$ cat src/rtl/game_pkg.sv
// Shared types and constants for the game flow sequencer.
package game_pkg;

  localparam int unsigned POS_W  = 10;
  localparam int unsigned CNT_W  = 10;
  localparam int unsigned TMR_W  = 8;
  localparam int unsigned RCNT_W = 4;
  localparam int unsigned ST_W   = 3;

  localparam logic [POS_W-1:0] SPAWN_X_DEF   = 10'd200;
  localparam logic [POS_W-1:0] SPAWN_Y_DEF   = 10'd556;
  localparam logic [CNT_W-1:0] DEATH_CNT_MAX = 10'd999;

  typedef enum logic [ST_W-1:0] {
    ST_TITLE   = 3'd0,
    ST_PLAY    = 3'd1,
    ST_DEAD    = 3'd2,
    ST_RESPAWN = 3'd3,
    ST_CLEAR   = 3'd4
  } state_t;

endpackage

$ cat src/rtl/tick_timer.sv
// Saturating frame-tick counter with a free-running blink phase divider.
module tick_timer
  import game_pkg::*;
#(
  parameter int unsigned DEATH_TICKS = 90,
  parameter int unsigned BLINK_TICKS = 8
) (
  input  logic clk,
  input  logic rst_n,
  input  logic clr,
  input  logic tick,
  output logic done_c,
  output logic toggle_c
);

  logic [TMR_W-1:0] cnt_q, cnt_d;
  logic [TMR_W-1:0] ph_q, ph_d;

  always_comb begin
    cnt_d = cnt_q;
    ph_d  = ph_q;
    if (clr) begin
      cnt_d = '0;
      ph_d  = '0;
    end else if (tick) begin
      if (cnt_q != TMR_W'(DEATH_TICKS)) cnt_d = cnt_q + TMR_W'(1);
      // Blink phase keeps running after the death timer saturates.
      ph_d = (ph_q == TMR_W'(BLINK_TICKS - 1)) ? '0 : ph_q + TMR_W'(1);
    end
  end

  always_ff @(posedge clk or negedge rst_n) begin
    if (!rst_n) begin
      cnt_q <= '0;
      ph_q  <= '0;
    end else begin
      cnt_q <= cnt_d;
      ph_q  <= ph_d;
    end
  end

  assign done_c   = (cnt_q == TMR_W'(DEATH_TICKS));
  assign toggle_c = tick & ~clr & (ph_q == TMR_W'(BLINK_TICKS - 1));

endmodule

$ cat src/rtl/game_flow_ctrl.sv
// Game phase sequencer: gates player keys, owns save-point spawn and player reset.
module game_flow_ctrl
  import game_pkg::*;
#(
  parameter logic [POS_W-1:0] SPAWN_X     = SPAWN_X_DEF,
  parameter logic [POS_W-1:0] SPAWN_Y     = SPAWN_Y_DEF,
  parameter int unsigned      DEATH_TICKS = 90,
  parameter int unsigned      BLINK_TICKS = 8,
  parameter int unsigned      RST_CYCLES  = 2
) (
  input  logic             clk,
  input  logic             rst,
  input  logic             tick,
  input  logic             start_key,
  input  logic             hit_spike,
  input  logic             at_save,
  input  logic             at_goal,
  input  logic [POS_W-1:0] pos_x,
  input  logic [POS_W-1:0] pos_y,
  output logic             player_rst,
  output logic             input_en,
  output logic [POS_W-1:0] spawn_x,
  output logic [POS_W-1:0] spawn_y,
  output logic [ST_W-1:0]  game_state,
  output logic [CNT_W-1:0] death_cnt,
  output logic             blink,
  output logic             save_pulse
);

  state_t            state_q, state_d;
  logic              start_q, at_save_q, at_save_d;
  logic [RCNT_W-1:0] rcnt_q, rcnt_d;
  logic              player_rst_q, player_rst_d, input_en_q, input_en_d;
  logic [POS_W-1:0]  spawn_x_q, spawn_x_d, spawn_y_q, spawn_y_d;
  logic [CNT_W-1:0]  death_cnt_q, death_cnt_d;
  logic              blink_q, blink_d, save_pulse_q, save_pulse_d;
  logic              start_edge_c, save_edge_c, death_c, timer_done_c, blink_tgl_c;

  assign start_edge_c = start_key & ~start_q;
  assign save_edge_c  = at_save & ~at_save_q;
  assign death_c      = (state_q == ST_PLAY) & hit_spike;

  tick_timer #(
    .DEATH_TICKS (DEATH_TICKS),
    .BLINK_TICKS (BLINK_TICKS)
  ) u_tick_timer (
    .clk      (clk),
    .rst_n    (rst),
    .clr      (death_c),
    .tick     (tick & (state_q == ST_DEAD)),
    .done_c   (timer_done_c),
    .toggle_c (blink_tgl_c)
  );

  always_ff @(posedge clk or negedge rst) begin
    if (!rst) state_q <= ST_TITLE;
    else      state_q <= state_d;
  end

  always_comb begin
    state_d = state_q;
    case (state_q)
      ST_TITLE:   if (start_edge_c) state_d = ST_RESPAWN;
      ST_PLAY: begin
        if (hit_spike)    state_d = ST_DEAD;
        else if (at_goal) state_d = ST_CLEAR;
      end
      ST_DEAD:    if (start_edge_c && timer_done_c) state_d = ST_RESPAWN;
      ST_RESPAWN: if (rcnt_q == RCNT_W'(RST_CYCLES - 1)) state_d = ST_PLAY;
      ST_CLEAR:   if (start_edge_c) state_d = ST_TITLE;
      default:    state_d = ST_TITLE;
    endcase
  end

  // Registered outputs are derived from the next state so they track it exactly.
  always_comb begin
    spawn_x_d    = spawn_x_q;
    spawn_y_d    = spawn_y_q;
    death_cnt_d  = death_cnt_q;
    save_pulse_d = 1'b0;
    at_save_d    = (state_q == ST_PLAY) ? at_save : at_save_q;
    rcnt_d       = (state_q == ST_RESPAWN) ? rcnt_q + RCNT_W'(1) : '0;
    player_rst_d = (state_d == ST_TITLE) || (state_d == ST_RESPAWN);
    input_en_d   = (state_d == ST_PLAY);

    if (state_d != ST_DEAD)      blink_d = 1'b1;
    else if (state_q != ST_DEAD) blink_d = 1'b0;
    else if (blink_tgl_c)        blink_d = ~blink_q;
    else                         blink_d = blink_q;

    case (state_q)
      ST_TITLE: begin
        if (start_edge_c) begin
          spawn_x_d   = SPAWN_X;
          spawn_y_d   = SPAWN_Y;
          death_cnt_d = '0;
        end
      end
      ST_PLAY: begin
        if (hit_spike) begin
          if (death_cnt_q != DEATH_CNT_MAX) death_cnt_d = death_cnt_q + CNT_W'(1);
        end else if (!at_goal && save_edge_c) begin
          spawn_x_d    = pos_x;
          spawn_y_d    = pos_y;
          save_pulse_d = 1'b1;
        end
      end
      default: ;
    endcase
  end

  always_ff @(posedge clk or negedge rst) begin
    if (!rst) begin
      start_q      <= 1'b1;
      at_save_q    <= 1'b1;
      rcnt_q       <= '0;
      player_rst_q <= 1'b1;
      input_en_q   <= 1'b0;
      spawn_x_q    <= SPAWN_X;
      spawn_y_q    <= SPAWN_Y;
      death_cnt_q  <= '0;
      blink_q      <= 1'b1;
      save_pulse_q <= 1'b0;
    end else begin
      start_q      <= start_key;
      at_save_q    <= at_save_d;
      rcnt_q       <= rcnt_d;
      player_rst_q <= player_rst_d;
      input_en_q   <= input_en_d;
      spawn_x_q    <= spawn_x_d;
      spawn_y_q    <= spawn_y_d;
      death_cnt_q  <= death_cnt_d;
      blink_q      <= blink_d;
      save_pulse_q <= save_pulse_d;
    end
  end

  assign player_rst = player_rst_q;
  assign input_en   = input_en_q;
  assign spawn_x    = spawn_x_q;
  assign spawn_y    = spawn_y_q;
  assign game_state = ST_W'(state_q);
  assign death_cnt  = death_cnt_q;
  assign blink      = blink_q;
  assign save_pulse = save_pulse_q;

endmodule
$ cat config.mk
export PLATFORM = sky130hd
export DESIGN_NAME = game_flow_ctrl
export DESIGN_NICKNAME = d
export VERILOG_FILES = /design/src/rtl/game_pkg.sv /design/src/rtl/tick_timer.sv /design/src/rtl/game_flow_ctrl.sv
export SDC_FILE = /design/constraint.sdc
export NUM_CORES = 1
export LEC_CHECK = 0
export ABC_AREA = 0
export BUFFER_PORTS_ARGS = -buffer_cell sky130_fd_sc_hd__buf_2
export CAP_MARGIN = 20
export CORE_AREA = 2 2 76 78
export CTS_CLUSTER_SIZE = 28
export DETAILED_ROUTE_END_ITERATION = 6
export DIE_AREA = 0 0 78 80
export GPL_ROUTABILITY_DRIVEN = 0
export PLACE_DENSITY_LB_ADDON = 0.05
export SLEW_MARGIN = 20
export SYNTH_ARGS = -nofsm -noshare
export SYNTH_HDL_FRONTEND = slang
export SYNTH_SLANG_ARGS = --single-unit
$ cat constraint.sdc
create_clock -name clk -period 2.2 [get_ports clk]
set_input_delay 0.33 -clock clk [delete_from_list [all_inputs] [get_ports clk]]
set_output_delay 0.33 -clock clk [all_outputs]
set_load 0.03 [all_outputs]
==> metrics.txt <==
n_diodes 0; share of layout cells above drive strength 1 about a third; Register Area 1490 sq um; vias in the first global route 2084; Final Max Slew Viols 0; # port buffers 63; Avg WL per Cell 14.5 microns; Leakage 0.00162 uW; crit path time final 1.99 ns; Clk Latency, worst-skew pair 0.33 ns; Die Ht 80 microns; GRT overflow 0; initial antenna violation count 0; kind of critical path flop to flop; Num CTS Buffers 9; sw frac between 30% and 40%; CP required around 2.5 ns; multi-input logic area 1210 sq um; P_int around 2600 uW; Worst-path clk slew 0.06 ns; total detailed-routing wirelength 5820 microns; H-tree depth 3; Slew @ Worst Pin 0.532 ns; Achievable Freq around 500 MHz; Residual DRC 0; Post-synth EDFFs 0; die width 78 microns; Worst Skew around 0.0040 ns; CTS tree built; Max Fanout on Critical Path 8; 1st-pass router iterations 5; class of the worst hold path primary input to flop; Synth top cells by count 48 x dfrtp_1, 22 x nand2_1, 20 x nor2_1; Syn Inst Count 253; Hold Path Origin start_key; first-pass GRT wire length 9830 microns; synth top area cells dfrtp_1 43%, dfstp_2 10%, a22o_1 4.1%; CP Launch Point game_state[0]$_DFF_PN0_; RSZ-0062 raised after global routing no; post-synthesis sequential area ratio a little over half; Starting Density roughly half; Synth Warn # 0; total negative setup slack 0 ns; postcts setup bufs 0; Iter 0 DRT Violations 75; Layout area overhead 23.0%; # fillers 467; count leader, synth dfrtp_1; CTS Buffer Depth 2; DRT antenna net count 0; Synth top area share a little over two fifths; main flop type after synthesis dfrtp_1; # rows 27; Power Dens Cells around 1200 nW/um^2; Clock power frac 26.1%; core area ~5400 sq um; CP arrival 2.24 ns; Detailed Place HPWL 4150 microns; status complete, no violations; Max-slew headroom roughly 65%; maximum VDD drop 0.891 mV; pre-CTS WS around 0.23 ns; largest net degree at the start of global routing 39; Tcrit/Tclk final 90.3%; CP Capture Type flop; syn nets 286; Final Hold Slack 0.123 ns; maxcap violations 0; cell taking the most area after synthesis dfrtp_1; final setup fails 0; Final nets about 360; num ports 64; synthesized cell area ~2800 sq um; total track usage slightly above 20%; # clock sinks between 50 and 60; Critical Path Source Type flop; Reg power frac 40.5%; Total Die Area approximately 6200 sq um; Root Driver clkbuf_8; syn avg cell area 11.0 sq um; Psw 1510 uW; Via Count 2147; Async SR Flop Fraction 100%; Combinational Power Share 33.4%; number of vias per cell 5.34; unique cell type count in the Yosys netlist 50; flops & latches, synth 59; Hold Vio Cnt, Final 0; min setup slack post-route approximately 0.21 ns; reg-to-reg startpoint game_state[0]$_DFF_PN0_
path summary, 6_finish.rpt:
check	cells past startpoint	slack, ns	end
min reg2reg	1	0.49	spawn_x[9]$_DFFE_PN0P_
min	1	0.12	start_q$_DFF_PN1_
max in group asynchronous	3	1.05	spawn_y[3]$_DFFE_PN1P_
max reg2reg	4	0.21	spawn_y[9]$_DFFE_PN1P_
min in group asynchronous	2	0.51	u_tick_timer.cnt_q[4]$_DFFE_PN0P_
max	4	0.21	spawn_y[9]$_DFFE_PN1P_
metrics by stage:
step | cell area, sq um | util [%] | total power, uW | std cells
after floorplan | 2790 | - | 2670 | 253
after global placement | 3210 | 59.4 | 3050 | 386
after detailed placement | 3210 | 59.4 | 3070 | 386
after CTS | 3430 | 63.5 | 4170 | 402
after global routing | 3430 | 63.5 | 4390 | 402
final | 3430 | 63.5 | 4120 | 402
power by group through the flow:
| stage | combinational, uW | clock, uW | sequential [uW] |
|---|---|---|---|
| after floorplan | 690 | 0 | 1980 |
| after CTS | 1390 | 1110 | 1670 |
| after global placement | 1360 | 0 | 1680 |
| final | 1380 | 1070 | 1670 |
| after detailed placement | 1380 | 0 | 1680 |
| after global routing | 1500 | 1160 | 1720 |
routing by layer:
metal  GRT usage, %  vias up  part of all wire, %
li1               -     1062                    -
met1           28.4     1026                   48
met2           29.7       53                   46
met3           7.13        6                  5.1
met4           7.19        0                  1.2
met5              0        -                    0
critical path, stage by stage (launching register included):
cell	delay (ns)
dfrtp_1	0.44
or3b_1	0.43
or3_1	0.42
a21oi_4	0.27
mux2_2	0.37
final cells by class:
| type | count | area share, % |
|---|---|---|
| flip-flops and latches | 59 | 43.4 |
| inverters | 6 | 0.656 |
| clock inverters | 5 | 2.26 |
| repair buffers | 73 | 11.8 |
| clock buffers | 10 | 4.01 |
| well taps | 72 | 2.62 |
| multi-input cells | 177 | 35.2 |
repair_timing:
item                                   CTS  global route
setup endpoints to repair                0             0
hold buffers                             1             0
endpoints found under the hold margin   16             0
gates resized for setup                  0             0
placed cells by master, fill, tap and decap left out, drive strengths merged, types with 7 or more instances in the layout:
cell type and n:
dfstp 11, dfrtp 48, xor2 8, clkbuf 10, nand2 22, nand4 7
nand3 14, a22o 13, xnor2 8, buf 72, nor2 20, nor3 7
registers in the layout, summed over array words and instances (netlist names):
signal              flops
at_save_q               1
blink                   1
death_cnt              10
game_state              3
input_en                1
player_rst              1
rcnt_q                  4
save_pulse              1
spawn_x                10
spawn_y                10
start_q                 1
u_tick_timer.cnt_q      8
u_tick_timer.ph_q       8
kinds of logic after synthesis:
family          after synthesis  synth area share [%]
compound gates               44                  12.2
xor+xnor                     16                  5.02
fa+ha+maj                     6                  2.69
buf+inv                      17                  3.50
flops                        59                  53.4
mux                           6                  2.29
simple gates                105                  20.9
No activity file was read; power rests on OpenSTA's default activity.
